==> src/rtl/uart_rx_con.sv <==
// ---------------------------------------------------------------------------
// uart_rx_con
// Oversampling UART receiver. Each frame is one start bit (0), DATA_BITS data
// bits sent LSB first, and one stop bit (1). The start bit is confirmed at its
// midpoint. Every later bit is then sampled one full bit period apart, so each
// sample lands near the middle of its bit.
//
// Parameters
//   OVERSAMPLE : baud_tick pulses per bit period (even, >= 4)
//   DATA_BITS  : data bits per frame (5..9)
//
// Ports
//   clk         : single clock, rising edge
//   reset       : asynchronous active-low reset
//   rx          : serial line, asynchronous to clk, idles high
//   baud_tick   : one-clk pulse at OVERSAMPLE x baud rate
//   rx_ack      : consumer acknowledges rx_data
//   rx_data     : payload of the last good frame
//   rx_valid    : rx_data holds an unacknowledged frame
//   frame_err   : one-clk pulse when the stop bit samples 0
//   overrun_err : sticky; a frame completed while rx_valid was unacknowledged
//   busy        : receiver is not idle
// ---------------------------------------------------------------------------
module uart_rx_con #(
    parameter int OVERSAMPLE = 16,
    parameter int DATA_BITS  = 8
) (
    input  logic                 clk,
    input  logic                 reset,
    input  logic                 rx,
    input  logic                 baud_tick,
    input  logic                 rx_ack,
    output logic [DATA_BITS-1:0] rx_data,
    output logic                 rx_valid,
    output logic                 frame_err,
    output logic                 overrun_err,
    output logic                 busy
);

    localparam int TW = $clog2(OVERSAMPLE);
    localparam int BW = $clog2(DATA_BITS + 1);

    localparam logic [TW-1:0] TICK_ZERO = {TW{1'b0}};
    localparam logic [TW-1:0] TICK_ONE  = TW'(1);
    localparam logic [TW-1:0] TICK_MID  = TW'(OVERSAMPLE / 2 - 1);
    localparam logic [TW-1:0] TICK_LAST = TW'(OVERSAMPLE - 1);
    localparam logic [BW-1:0] BIT_ZERO  = {BW{1'b0}};
    localparam logic [BW-1:0] BIT_ONE   = BW'(1);
    localparam logic [BW-1:0] BIT_LAST  = BW'(DATA_BITS - 1);

    typedef enum logic [2:0] {
        ST_IDLE      = 3'd0,
        ST_START     = 3'd1,
        ST_DATA      = 3'd2,
        ST_STOP      = 3'd3,
        ST_WAIT_HIGH = 3'd4
    } state_e;

    logic                 rx_meta_q;
    logic                 rx_s_q;
    state_e               state_q,    state_d;
    logic [TW-1:0]        tick_cnt_q, tick_cnt_d;
    logic [BW-1:0]        bit_cnt_q,  bit_cnt_d;
    logic [DATA_BITS-1:0] shift_q,    shift_d;
    logic [DATA_BITS-1:0] rx_data_q,  rx_data_d;
    logic                 rx_valid_q, rx_valid_d;
    logic                 frame_err_q, frame_err_d;
    logic                 overrun_q,  overrun_d;
    logic                 busy_q,     busy_d;
    logic                 frame_done_s;
    logic                 frame_bad_s;

    // Two-flop synchronizer for the asynchronous serial line (idles high)
    always_ff @(posedge clk or negedge reset) begin
        if (!reset) begin
            rx_meta_q <= 1'b1;
            rx_s_q    <= 1'b1;
        end else begin
            rx_meta_q <= rx;
            rx_s_q    <= rx_meta_q;
        end
    end

    // State register together with the bit-timing counters and shift register
    always_ff @(posedge clk or negedge reset) begin
        if (!reset) begin
            state_q    <= ST_IDLE;
            tick_cnt_q <= TICK_ZERO;
            bit_cnt_q  <= BIT_ZERO;
            shift_q    <= {DATA_BITS{1'b0}};
        end else begin
            state_q    <= state_d;
            tick_cnt_q <= tick_cnt_d;
            bit_cnt_q  <= bit_cnt_d;
            shift_q    <= shift_d;
        end
    end

    // Next-state logic: everything advances only on baud_tick
    always_comb begin
        state_d      = state_q;
        tick_cnt_d   = tick_cnt_q;
        bit_cnt_d    = bit_cnt_q;
        shift_d      = shift_q;
        frame_done_s = 1'b0;
        frame_bad_s  = 1'b0;
        if (baud_tick) begin
            case (state_q)
                ST_IDLE: begin
                    if (!rx_s_q) begin
                        state_d    = ST_START;
                        tick_cnt_d = TICK_ZERO;
                    end else begin
                        state_d    = ST_IDLE;
                    end
                end
                ST_START: begin
                    // Re-check the line at the middle of the start bit; a
                    // short low pulse is treated as noise and dropped.
                    if (tick_cnt_q == TICK_MID) begin
                        tick_cnt_d = TICK_ZERO;
                        if (!rx_s_q) begin
                            state_d   = ST_DATA;
                            bit_cnt_d = BIT_ZERO;
                        end else begin
                            state_d   = ST_IDLE;
                        end
                    end else begin
                        tick_cnt_d = tick_cnt_q + TICK_ONE;
                    end
                end
                ST_DATA: begin
                    if (tick_cnt_q == TICK_LAST) begin
                        // LSB arrives first, so shift right with the new bit
                        // entering at the MSB.
                        shift_d    = {rx_s_q, shift_q[DATA_BITS-1:1]};
                        tick_cnt_d = TICK_ZERO;
                        bit_cnt_d  = bit_cnt_q + BIT_ONE;
                        if (bit_cnt_q == BIT_LAST) begin
                            state_d = ST_STOP;
                        end else begin
                            state_d = ST_DATA;
                        end
                    end else begin
                        tick_cnt_d = tick_cnt_q + TICK_ONE;
                    end
                end
                ST_STOP: begin
                    if (tick_cnt_q == TICK_LAST) begin
                        tick_cnt_d = TICK_ZERO;
                        if (rx_s_q) begin
                            frame_done_s = 1'b1;
                            state_d      = ST_IDLE;
                        end else begin
                            frame_bad_s  = 1'b1;
                            state_d      = ST_WAIT_HIGH;
                        end
                    end else begin
                        tick_cnt_d = tick_cnt_q + TICK_ONE;
                    end
                end
                ST_WAIT_HIGH: begin
                    // Stay here until the line is released, so that a held
                    // break is not taken as a string of new start bits.
                    if (rx_s_q) begin
                        state_d = ST_IDLE;
                    end else begin
                        state_d = ST_WAIT_HIGH;
                    end
                end
                default: begin
                    state_d    = ST_IDLE;
                    tick_cnt_d = TICK_ZERO;
                    bit_cnt_d  = BIT_ZERO;
                end
            endcase
        end else begin
            state_d = state_q;
        end
    end

    // Output next-values: a completing frame takes priority over an ack
    always_comb begin
        rx_data_d   = rx_data_q;
        rx_valid_d  = rx_valid_q;
        overrun_d   = overrun_q;
        frame_err_d = frame_bad_s;
        busy_d      = (state_d != ST_IDLE);
        if (frame_done_s) begin
            rx_data_d  = shift_q;
            rx_valid_d = 1'b1;
            if (rx_valid_q && !rx_ack) begin
                overrun_d = 1'b1;
            end else if (rx_ack) begin
                overrun_d = 1'b0;
            end else begin
                overrun_d = overrun_q;
            end
        end else if (rx_ack) begin
            // Overrun can only be set while rx_valid is 1, so this branch
            // has no visible effect when rx_valid is already 0.
            rx_valid_d = 1'b0;
            overrun_d  = 1'b0;
        end else begin
            rx_valid_d = rx_valid_q;
        end
    end

    // Output registers
    always_ff @(posedge clk or negedge reset) begin
        if (!reset) begin
            rx_data_q   <= {DATA_BITS{1'b0}};
            rx_valid_q  <= 1'b0;
            frame_err_q <= 1'b0;
            overrun_q   <= 1'b0;
            busy_q      <= 1'b0;
        end else begin
            rx_data_q   <= rx_data_d;
            rx_valid_q  <= rx_valid_d;
            frame_err_q <= frame_err_d;
            overrun_q   <= overrun_d;
            busy_q      <= busy_d;
        end
    end

    assign rx_data     = rx_data_q;
    assign rx_valid    = rx_valid_q;
    assign frame_err   = frame_err_q;
    assign overrun_err = overrun_q;
    assign busy        = busy_q;

endmodule

==> config.mk <==
export PLATFORM = sky130hd
export DESIGN_NAME = uart_rx_con
export DESIGN_NICKNAME = d
export VERILOG_FILES = /design/src/rtl/uart_rx_con.sv
export SDC_FILE = /design/constraint.sdc
export NUM_CORES = 1
export LEC_CHECK = 0
export ABC_CLOCK_PERIOD_IN_PS = 3650
export BUFFER_PORTS_ARGS = -buffer_cell sky130_fd_sc_hd__buf_2
export CAP_MARGIN = 20
export CELL_PAD_IN_SITES_DETAIL_PLACEMENT = 1
export CELL_PAD_IN_SITES_GLOBAL_PLACEMENT = 2
export CORE_MARGIN = 2
export CORE_UTILIZATION = 25
export CTS_BUF_LIST = sky130_fd_sc_hd__clkbuf_2 sky130_fd_sc_hd__clkbuf_4 sky130_fd_sc_hd__clkbuf_8
export CTS_CLUSTER_SIZE = 40
export DETAILED_ROUTE_END_ITERATION = 8
export PLACE_DENSITY = 0.51
export SYNTH_ARGS = -nofsm -noshare
export SYNTH_HDL_FRONTEND = slang
export SYNTH_SLANG_ARGS = --single-unit
==> constraint.sdc <==
create_clock -name clk -period 3.65 [get_ports clk]
set_clock_uncertainty 0.2 [all_clocks]
set_input_delay 0.9125 -clock clk [delete_from_list [all_inputs] [get_ports clk]]
set_output_delay 0.9125 -clock clk [all_outputs]
set_load 0.005 [all_outputs]
==> summary.txt, run 1 <==
Global route
  • Gr busiest metal: met2
  • First-pass GRT wire length: ~5300 µm
  • Vias in the first global route: 1083
  • Global routing usage on met2: 16.4%
  • Met3 Usage GRT: 3.22%
  • Grt met1 use: 14.2%
  • Initial antenna violation count: 0
  • Largest net degree at the start of global routing: 34
  • Remaining global-route overflow: 0
  • GRT Total Usage: 10.6%

Worst setup path
  • Critical path class: primary input to flop
  • Largest stage delay, worst path: 510 ps
  • Crit-path cells: buf_2 -> and3_4 -> nand3_1 -> o32ai_1 -> or4b_1
  • Worst Path Max Fanout: 12
  • Reg2reg setup slack: 1310 ps
  • Slowest-stage cell, CP: or4b_1
  • Worst reg2reg path depth: 5
  • FF-to-FF Start: tick_cnt_q[0]$_DFFE_PN0P_
  • RR Endpoint: busy$_DFF_PN0_
  • Critical path origin: baud_tick
  • Critical Path End Type: flop
  • CP endpoint: busy$_DFF_PN0_
  • CP arrival: between 2000 and 2500 ps
  • CP Launch Type: primary input
  • Worst EP required: 3590 ps

Finish
  • Register area: slightly above 800 µm²
  • Filler Cells Inserted: 664
  • ANT cells: 0
  • Nets: around 150
  • Area occupied by multi-input gates: between 500 and 600 µm²
  • Layout cell share with drive strength beyond 1: 33.3%
  • Synth-to-layout area growth: 17.2%

Synth
  • Synthesized flop and latch total: 33
  • Netlist cell types: 34
  • Warnings from Yosys: 0
  • Cell Area, Synth: 1480 µm²
  • Syn_area_per_cell: roughly 12 µm²
  • Post-Syn Nets: 130
  • Syn Inst Count: 123
  • Seq/Total Area, Yosys: a little under three fifths

Timing
  • Worst-margin pin slew: 731 ps
  • Max-slew violation count: 0
  • Fin Setup TNS: 0 ps
  • Max Clock Freq: 413 MHz
  • Hold Vio Cnt, Final: 0
  • # setup viols final: 0
  • Period utilization: 66.3%
  • Unrepaired setup endpoints after global routing: false
  • Slew HR: 51.3%
  • Minimum clock period: about 2400 ps

Route
  • # DRC: 0
  • Antenna viol nets, final: 0
  • Via-per-instance ratio: ~4.6
  • WL final: between 2000 and 3000 µm
  • Mean routed wirelength per cell: 13.7 µm
  • Drt initial violations: 83
  • Vias post-DR: 995
  • First-pass DRT Iterations: 4

Clock network
  • PostCTS Resize Cnt: 0
  • CTS tree: done
  • Post-CTS Setup Bufs: 0
  • # hold bufs at CTS: 0
  • CTS root buf: clkbuf_8
  • Clock Latency Late Sink: between 200 and 300 ps
  • Clock Pin Slew Worst Setup and Hold Paths: 60 ps
  • Clock buffer depth: 2
  • H-tree levels: 2
  • Clock Sinks: 33
  • TritonCTS Buffers: 5

Placement
  • Detailed placement HPWL: roughly 2100 µm
  • IO buf count: 16
  • Gp weighted congestion: 0.685

Job
  • Max-cap viol count: 0

Floorplan
  • Core ar.: slightly below 6000 µm²
  • Die width: 81.0 µm
  • Starting Density: about a quarter
  • Die ar.: 6560 µm²
  • DIE HEIGHT: 81.0 µm
  • IO Pins: 17
  • # rows: 28

Power and ir drop
  • PwrDens: 591 nW/µm²
  • VDD IR max: about 0.16 mV
  • Lkg Pwr: 0.858 nW
  • Total power: approximately 1.0 mW

Hold path
  • Hold Path Class: flop to flop

Run status
  • Outcome: finished clean
[report_power, final]
group / internal, mW / switching (mW) / total (mW)
registers: 0.414 / 0.0671 / 0.481
logic: 0.0902 / 0.0957 / 0.186
clock network: 0.230 / 0.129 / 0.359
[stage by stage]
step	utilization, %	setup slack (ps)	hold slack, ps	cell area, µm²	instances
3_5_place_dp	27.8	906	151	1620	208
2_1_floorplan	-	1360	145	1480	123
5_1_grt	29.9	1070	167	1740	216
6_report	29.9	1230	162	1740	216
3_3_place_gp	27.8	921	148	1620	208
4_1_cts	29.9	1210	161	1740	216
[final cells by class]
class / count / share of cell area, %
multi-input cells: 78 / 34.1
well taps: 75 / 5.40
clock inverters: 1 / 1.73
flip-flops and latches: 33 / 47.7
repair buffers: 16 / 4.61
clock buffers: 7 / 5.19
inverters: 6 / 1.30
[cells in the final DEF, fill, tap and decap left out, types with 3 or more instances in the layout]
cell,count
o21ai_0,3
clkbuf_8,6
mux2i_1,3
mux2_2,16
buf_2,16
nand3_1,5
nand2_1,9
dfrtp_1,31
inv_1,6
nor2_1,9
nand3b_1,3
[worst max-delay path: cells and delay by family]
kind,cells,cell delay [ps]
simple gates,3,1110
compound gates,1,180
buf+inv,1,160
[flip-flops by register name (all words and copies together) (netlist names)]
register and flops:
state_q 3, rx_meta_q 1, overrun_err 1, rx_data 8
tick_cnt_q 4, shift_q 8, bit_cnt_q 4, frame_err 1
rx_s_q 1, busy 1, rx_valid 1
[worst min path at each step]
stage                                   start               end  slack [ps]  depth (start not counted)
after floorplan           rx_meta_q$_DFF_PN1_  rx_s_q$_DFF_PN1_         150                          0
after global placement    rx_meta_q$_DFF_PN1_  rx_s_q$_DFF_PN1_         150                          0
after detailed placement  rx_meta_q$_DFF_PN1_  rx_s_q$_DFF_PN1_         150                          0
after CTS                 rx_meta_q$_DFF_PN1_  rx_s_q$_DFF_PN1_         160                          0
after global routing      rx_meta_q$_DFF_PN1_  rx_s_q$_DFF_PN1_         170                          0
final                     rx_meta_q$_DFF_PN1_  rx_s_q$_DFF_PN1_         160                          0
[cell usage after synthesis (all sizes together)]
library cell / count / area share, %
dfrtp: 31 / 52
mux2: 16 / 12
nand2: 9 / 2.3
nor2: 9 / 2.3
buf: 6 / 2.6
inv: 6 / 1.5
nand3: 5 / 1.7
mux2i: 3 / 2.0
nand3b: 3 / 1.5
o21ai: 3 / 1.0
a21oi: 2 / 0.68
a22o: 2 / 1.2
and2: 2 / 0.84
dfstp: 2 / 3.5
ha: 2 / 1.7
nor2b: 2 / 0.84
o211ai: 2 / 1.0
o221ai: 2 / 1.2
o22ai: 2 / 0.84
o31ai: 2 / 1.0
a21o: 1 / 0.51
a22oi: 1 / 0.84
a31oi: 1 / 0.42
and3: 1 / 0.76
nand2b: 1 / 0.42
nand4: 1 / 0.84
nor3: 1 / 0.34
nor3b: 1 / 0.84
nor4b: 1 / 1.0
o32ai: 1 / 0.59
or3: 1 / 0.42
or4b: 1 / 0.68
[routing by layer]
layer / wire (µm) / vias up / share of wire, %
met4: 15 / 0 / 0.51
met5: 0 / - / 0
met1: 1390 / 507 / 47
met2: 1420 / 18 / 48
li1: - / 468 / -
met3: 139 / 2 / 4.7
[kinds of logic after synthesis]
kind of cell               Yosys count  share of synthesized area (%)
DFF                                 33                           55.9
muxes                               19                           14.2
adders and majority gates            2                           1.69
and+or+nand+nor                     38                           14.8
buffers and inverters               12                           4.14
AOI/OAI and AO/OA                   19                           9.29
Power figures use the tool's default switching activity.
==> run 2: changes to the inputs <==
- ABC_CLOCK_PERIOD_IN_PS: 3650 -> 2480
- clock period: 3.65 -> 2.48 ns (I/O delays scaled with it)
==> run 2 against run 1 <==
Critical path depth stayed put. Sequential power is 47% higher. Via count is 1.1% higher. Non-clock buffer count is 2 higher. Worst setup slack worse by 800 ps. Die area stayed put. Flip-flop and latch count stayed put. Register-to-register slack worse by 880 ps. Wire length is 4.4% higher. Clock-buffer cell count stayed put. Highest routed layer unchanged.
==> summary.txt, run 2 (synthesis results as in run 1) <==
Worst setup path
  • Reg2reg setup slack: 430 ps (was 1310 ps)
  • Critical Path Stages: 5 (unchanged)
  • CP arrival: 2050 ps (was 2370 ps)
  • CP Launch Type: flop (was primary input)
  • Buf/Inv on CP: 1 (unchanged)
  • Worst EP required: 2480 ps (was 3590 ps)
  • Crit-path cells: nor3b_2 -> nand3_1 -> buf_4 -> or3_1 -> o211ai_1 (was buf_2 -> and3_4 -> nand3_1 -> o32ai_1 -> or4b_1)
  • Worst reg2reg path depth: 5 (unchanged)
  • Critical path class: flop to flop (was primary input to flop)
  • Worst Path Max Fanout: 11 (was 12)
  • Crit path max-delay family: simple AND/OR/NAND/NOR gates (unchanged)
  • Critical Path End Type: flop (unchanged)
  • Slowest-stage cell, CP: dfrtp_1 (was or4b_1)
  • Largest stage delay, worst path: 560 ps (was 510 ps)

Clock network
  • CTS root buf: clkbuf_8 (unchanged)
  • Clock Latency Late Sink: 280 ps (about the same)
  • PostCTS Resize Cnt: 0 (unchanged)
  • # hold bufs at CTS: 0 (unchanged)
  • Clock buffer depth: 2 (unchanged)
  • TritonCTS Buffers: 5 (unchanged)
  • H-tree levels: 2 (unchanged)
  • CTS tree: done (unchanged)
  • Clock Pin Slew Worst Setup and Hold Paths: 70 ps (was 60 ps)
  • Post-CTS Setup Bufs: 0 (unchanged)
  • Clock Sinks: 33 (unchanged)

Floorplan
  • Core ar.: 5820 µm² (unchanged)
  • Die width: 81.0 µm (unchanged)
  • # rows: 28 (unchanged)
  • Die ar.: 6560 µm² (unchanged)
  • Starting Density: 25.5% (unchanged)
  • DIE HEIGHT: 81.0 µm (unchanged)
  • IO Pins: 17 (unchanged)

Power and ir drop
  • Lkg Pwr: 0.867 nW (was 0.858 nW)
  • Gate power share: 18.3% (was 18.1%)
  • Sw Pwr: 0.428 mW (was 0.292 mW)
  • Seq pwr share: 46.7% (was 46.9%)
  • PwrDens: 863 nW/µm² (was 591 nW/µm²)
  • Clk network pwr share: 35.0% (about the same)
  • Pint: 1.08 mW (was 0.734 mW)
  • VDD IR max: 0.264 mV (was 0.156 mV)
  • Switching share of power: 28.3% (was 28.4%)

Timing
  • Fin Setup TNS: 0 ps (unchanged)
  • Minimum clock period: ~2000 ps
  • Hold Vio Cnt, Final: 0 (unchanged)
  • # setup viols final: 0 (unchanged)
  • Min Hold Slack: 165 ps (was 162 ps)
  • Worst-margin pin slew: 735 ps (was 731 ps)
  • Max Clock Freq: 488 MHz
  • Period utilization: 82.6%
  • Slew HR: 51.0% (was 51.3%)
  • Unrepaired setup endpoints after global routing: false (unchanged)
  • Max-slew violation count: 0 (unchanged)

Finish
  • Synth-to-layout area growth: 18.2% (was 17.2%)
  • Commonest non-fill, non-tap cell in the layout: dfrtp_1 (unchanged)
  • Most frequent cells in the layout: 31 x dfrtp_1, 16 x mux2_2, 16 x buf_2 (unchanged)
  • Nets: 149 (was 147)
  • ANT cells: 0 (unchanged)
  • Layout Cell Area excl Fill: 1750 µm² (was 1740 µm²)
  • Filler Cells Inserted: 671 (was 664)
  • Layout cell share with drive strength beyond 1: 34.3% (was 33.3%)
  • Utilization after layout: 30.1% (was 29.9%)

Global route
  • First-pass GRT wire length: 5260 µm (was 5330 µm)
  • Remaining global-route overflow: 0 (unchanged)
  • GRT Total Usage: 10.8% (was 10.6%)
  • Vias in the first global route: 1104 (was 1083)
  • Largest net degree at the start of global routing: 34 (unchanged)
  • Initial antenna violation count: 0 (unchanged)

Route
  • DR top layer: met4 (unchanged)
  • Drt initial violations: 46 (was 83)
  • Antenna viol nets, final: 0 (unchanged)
  • WL final: 3100 µm (was 2970 µm)
  • Via-per-instance ratio: 4.61 (about the same)
  • Met2 wire length: 1610 µm (was 1420 µm)
  • Mean routed wirelength per cell: 14.2 µm (was 13.7 µm)
  • First-pass DRT Iterations: 3 (was 4)
  • DR WL met3: 106 µm (was 139 µm)
  • DRT met1 WL: 1340 µm (was 1390 µm)
  • Vias post-DR: 1006 (was 995)
  • # DRC: 0 (unchanged)

Placement
  • IO buf count: 16 (unchanged)
  • Gp weighted congestion: 0.766 (was 0.685)
  • Detailed placement HPWL: 2300 µm (was 2090 µm)
  • Area after DPL: 1630 µm² (was 1620 µm²)

Run status
  • Outcome: finished clean (unchanged)

Hold path
  • Worst hold stages: 0 (unchanged)
  • Hold Path Class: flop to flop (unchanged)

Job
  • Max-cap viol count: 0 (unchanged)
run 2: cell count changes in the layout (fill, tap and decap cells not counted), sizes merged:
cell,previous run,this run
buf,16,18
run 2: layer usage:
layer  global-route usage [%]  vias to the layer above
met4                     4.07                        0
met2                     18.2                       13
li1                         -                      474
met5                        0                        -
met1                     12.6                      514
met3                     3.89                        5
run 2: worst paths after layout:
check                                startpoint                        to
max                        state_q[1]$_DFF_PN0_  bit_cnt_q[3]$_DFFE_PN0P_
min                         rx_meta_q$_DFF_PN1_          rx_s_q$_DFF_PN1_
max reg2reg                state_q[1]$_DFF_PN0_  bit_cnt_q[3]$_DFFE_PN0P_
min reg2reg                 rx_meta_q$_DFF_PN1_          rx_s_q$_DFF_PN1_
max in group asynchronous                 reset    rx_data[5]$_DFFE_PN0P_
min in group asynchronous                 reset      state_q[1]$_DFF_PN0_
run 2: stage by stage:
| stage | worst slack, ps | std cells | total power, mW |
|---|---|---|---|
| 2_1_floorplan | 480 | 123 | 0.920 |
| 3_3_place_gp | 331 | 210 | 0.985 |
| 3_5_place_dp | 337 | 210 | 1.00 |
| 4_1_cts | 405 | 218 | 1.55 |
| 5_1_grt | 246 | 218 | 1.61 |
| 6_report | 431 | 218 | 1.51 |
run 2: worst reg2reg max path, stage by stage (launching register included):
cell and delay, ps:
dfrtp_1 560, nor3b_2 380, nand3_1 200, buf_4 200, or3_1 340, o211ai_1 90
run 2: power groups by stage:
stage | registers [mW] | logic, mW | clock network (mW)
floorplan | 0.664 | 0.256 | 0
detailed placement | 0.719 | 0.285 | 0
CTS | 0.708 | 0.287 | 0.551
global placement | 0.716 | 0.269 | 0
finish | 0.705 | 0.277 | 0.530
global route | 0.720 | 0.319 | 0.574
run 2: area by class of cell:
class | instances | area, µm² | share of cell area (%)
sequential | 33 | 828 | 47.3
multi-input combinational | 78 | 592 | 33.8
timing repair buffer | 18 | 95.1 | 5.43
tap | 75 | 93.8 | 5.36
clock buffer | 7 | 90.1 | 5.14
clock inverter | 1 | 30.0 | 1.71
inverter | 6 | 22.5 | 1.29
==> run 3: changes to the inputs <==
- ABC_AREA: unset -> 1
- ABC_CLOCK_PERIOD_IN_PS: 2480 -> 2100
- PLACE_DENSITY: 0.51 -> 0.54
- clock period: 2.48 -> 2.1 ns (I/O delays scaled with it)
==> run 3 against run 2 <==
Non-clock buffer count down 1. Area after synthesis rose by 6.2%. Maximum frequency grew 16%. Sequential power down 2.8%. Power fell by 5.6%. Global-route usage fell by 0.15 points.
==> summary.txt, run 3 <==
Run status
  • Outcome: finished clean (unchanged)

Route
  • First-pass DRT Iterations: 3 (unchanged)
  • Drt initial violations: 11 (was 46)
  • Mean routed wirelength per cell: 13.0 µm (was 14.2 µm)
  • WL final: 3430 µm (was 3100 µm)
  • Via-per-instance ratio: 4.44 (was 4.61)
  • Antenna viol nets, final: 0 (unchanged)
  • Vias post-DR: 1176 (was 1006)
  • # DRC: 0 (unchanged)

Clock network
  • # hold bufs at CTS: 0 (unchanged)
  • Post-CTS Setup Bufs: 0 (unchanged)
  • TritonCTS Buffers: 5 (unchanged)
  • PostCTS Resize Cnt: 0 (unchanged)
  • CTS root buf: clkbuf_8 (unchanged)
  • Clock Latency Late Sink: 280 ps (about the same)
  • H-tree levels: 2 (unchanged)
  • Clock Pin Slew Worst Setup and Hold Paths: 70 ps (about the same)
  • CTS tree: done (unchanged)
  • Clock Sinks: 33 (unchanged)
  • Clock buffer depth: 2 (unchanged)

Timing
  • Unrepaired setup endpoints after global routing: false (unchanged)
  • # setup viols final: 0 (unchanged)
  • Min Hold Slack: 56.9 ps (was 165 ps)
  • Slew HR: 71.0% (was 51.0%)
  • Max Clock Freq: 565 MHz (was 488 MHz)
  • Max-slew violation count: 0 (unchanged)
  • Minimum clock period: 1770 ps (was 2050 ps)
  • Fin Setup TNS: 0 ps (unchanged)
  • Period utilization: 84.3% (was 82.6%)
  • Worst-margin pin slew: 434 ps (was 735 ps)
  • Worst-case setup margin in the final layout: 330 ps (was 431 ps)
  • Hold Vio Cnt, Final: 0 (unchanged)

Floorplan
  • Die ar.: 6940 µm² (was 6560 µm²)
  • DIE HEIGHT: 83.3 µm (was 81.0 µm)
  • Core ar.: 5990 µm² (was 5820 µm²)
  • Starting Density: 26.3% (was 25.5%)
  • Die width: 83.3 µm (was 81.0 µm)
  • # rows: 28 (unchanged)
  • IO Pins: 17 (unchanged)

Placement
  • Pre-CTS setup slack: 315 ps (was 337 ps)
  • Detailed placement HPWL: 2570 µm (was 2300 µm)
  • IO buf count: 16 (unchanged)
  • Gp weighted congestion: 0.777 (was 0.766)
  • Cell Count Post-Placement: 257 (was 210)
  • Area after DPL: 1730 µm² (was 1630 µm²)

Finish
  • Nets: 196 (was 149)
  • Layout cell share with drive strength beyond 1: 31.6% (was 34.3%)
  • Most frequent cells in the layout: 42 x nand2_1, 31 x dfrtp_1, 17 x o21ai_2 (was 31 x dfrtp_1, 16 x mux2_2, 16 x buf_2)
  • ANT cells: 0 (unchanged)
  • Cell Count, Final, Fillers Out: 265 (was 218)
  • Synth-to-layout area growth: 17.7% (was 18.2%)
  • Register area: 828 µm² (unchanged)
  • Area occupied by multi-input gates: 651 µm² (was 592 µm²)
  • Commonest non-fill, non-tap cell in the layout: nand2_1 (was dfrtp_1)
  • Filler Cells Inserted: 726 (was 671)
  • Layout Cell Area excl Fill: 1850 µm² (was 1750 µm²)
  • Utilization after layout: 30.9% (was 30.1%)

Power and ir drop
  • PwrDens: 771 nW/µm² (was 863 nW/µm²)
  • Pint: 1.10 mW (was 1.08 mW)
  • VDD IR max: 0.224 mV (was 0.264 mV)
  • Clk network pwr share: 44.1% (was 35.0%)
  • Switching share of power: 23.1% (was 28.3%)
  • Seq pwr share: 48.0% (was 46.7%)
  • Gate power share: 8.0% (was 18.3%)
  • Total power: 1.43 mW (was 1.51 mW)
  • Sw Pwr: 0.329 mW (was 0.428 mW)
  • Lkg Pwr: 0.888 nW (was 0.867 nW)

Synth
  • EDFF count, synth: 0 (unchanged)
  • Most common cell in the netlist: nand2_1 (was dfrtp_1)
  • Post-Syn Nets: 174 (was 130)
  • Syn Inst Count: 167 (was 123)
  • Seq/Total Area, Yosys: 52.7% (was 55.9%)
  • Syn_area_per_cell: 9.42 µm² (was 12.0 µm²)
  • Post-synth top cells: 42 x nand2_1, 31 x dfrtp_1, 17 x o21ai_2 (was 31 x dfrtp_1, 16 x mux2_2, 9 x nand2_1, 9 x nor2_1, 6 x inv_1)
  • Main flop type after synthesis: dfrtp_1 (unchanged)
  • Synth area leader: dfrtp_1 (unchanged)
  • Ys async rst share: 100% (unchanged)
  • Synthesized flop and latch total: 33 (unchanged)
  • Warnings from Yosys: 0 (unchanged)
  • Cell Area, Synth: 1570 µm² (was 1480 µm²)
  • Top cell type's share of synthesized area: 49.3% (was 52.4%)
  • Synth top area cells: dfrtp_1 49%, nand2_1 10%, o21ai_2 9.5% (was dfrtp_1 52%, mux2_2 12%, dfstp_2 3.5%)
  • Netlist cell types: 25 (was 34)

Global route
  • GRT Total Usage: 10.7% (was 10.8%)
  • Global routing usage on met2: 17.1% (was 18.2%)
  • Gr busiest metal: met2 (unchanged)
  • Largest net degree at the start of global routing: 34 (unchanged)
  • First-pass GRT wire length: 5950 µm (was 5260 µm)
  • Remaining global-route overflow: 0 (unchanged)
  • Initial antenna violation count: 0 (unchanged)
  • Met3 Usage GRT: 2.98% (was 3.89%)
  • Grt met1 use: 13.8% (was 12.6%)
  • Vias in the first global route: 1204 (was 1104)

Worst setup path
  • Worst Path Max Fanout: 17 (was 11)
  • Slowest-stage cell, CP: dfrtp_1 (unchanged)
  • Largest stage delay, worst path: 390 ps (was 560 ps)
  • Buf/Inv on CP: 0 (was 1)
  • CP Launch Type: flop (unchanged)
  • Critical Path End Type: flop (unchanged)
  • Top cell by count, worst path: nand3_4
  • Worst EP required: 2070 ps (was 2480 ps)
  • Reg2reg setup slack: 330 ps (was 430 ps)
  • Critical path class: flop to flop (unchanged)
  • Crit-path cells: ha_1 -> nand3_4 -> nor2_4 -> nand3_4 -> nand2_1 -> o21ai_2 (was nor3b_2 -> nand3_1 -> buf_4 -> or3_1 -> o211ai_1)
  • CP arrival: 1740 ps (was 2050 ps)
  • Crit path max-delay family: simple AND/OR/NAND/NOR gates (unchanged)

Hold path
  • Hold Path Class: primary input to async pin (was flop to flop)

Job
  • Max-cap viol count: 0 (unchanged)
run 3: cell count changes in the layout (fill, tap and decap cells not counted), sizes merged, moves of 3 or more:
cell / change
inv: +13
nand3b: -3
o21ai: +21
mux2i: -3
nor2: +6
nand2: +38
mux2: -16
nand3: +6
a21oi: +4
run 3: layout make-up:
type	instances	area share, %
clock buffer	7	4.86
timing repair buffer	17	4.73
sequential	33	44.7
multi-input combinational	113	35.1
inverter	19	3.85
tap	75	5.07
clock inverter	1	1.62
run 3: cells by family after synthesis:
logic type / Yosys count / synth area share [%]
and+or+nand+nor: 76 / 23.6
buffers and inverters: 21 / 5.97
adders and majority gates: 2 / 1.59
AOI/OAI and AO/OA: 33 / 15.0
DFF: 33 / 52.7
xor gates and xnor gates: 2 / 1.11
run 3: routing by layer:
layer  wire length, µm  vias to the layer above
met2              1660                       16
met1              1640                      578
met4                27                        0
met3               104                        4
li1                  -                      578
met5                 0                        -
run 3: path summary, 6_finish.rpt:
| check | depth (start not counted) | to | from |
|---|---|---|---|
| worst min register to register | 0 | rx_s_q$_DFF_PN1_ | rx_meta_q$_DFF_PN1_ |
| worst max-delay path | 6 | rx_data[4]$_DFFE_PN0P_ | tick_cnt_q[0]$_DFFE_PN0P_ |
| min in group clk | 1 | rx_meta_q$_DFF_PN1_ | rx |
| max in group asynchronous | 2 | rx_s_q$_DFF_PN1_ | reset |
| worst max register to register | 6 | rx_data[4]$_DFFE_PN0P_ | tick_cnt_q[0]$_DFFE_PN0P_ |
| worst min-delay path | 2 | rx_data[0]$_DFFE_PN0P_ | reset |
run 3: power by group through the flow:
stage	combinational [mW]	clock (mW)	sequential (mW)
detailed placement	0.118	0	0.698
finish	0.114	0.629	0.685
global route	0.134	0.691	0.690
floorplan	0.0733	0	0.692
global placement	0.117	0	0.696
CTS	0.118	0.658	0.685
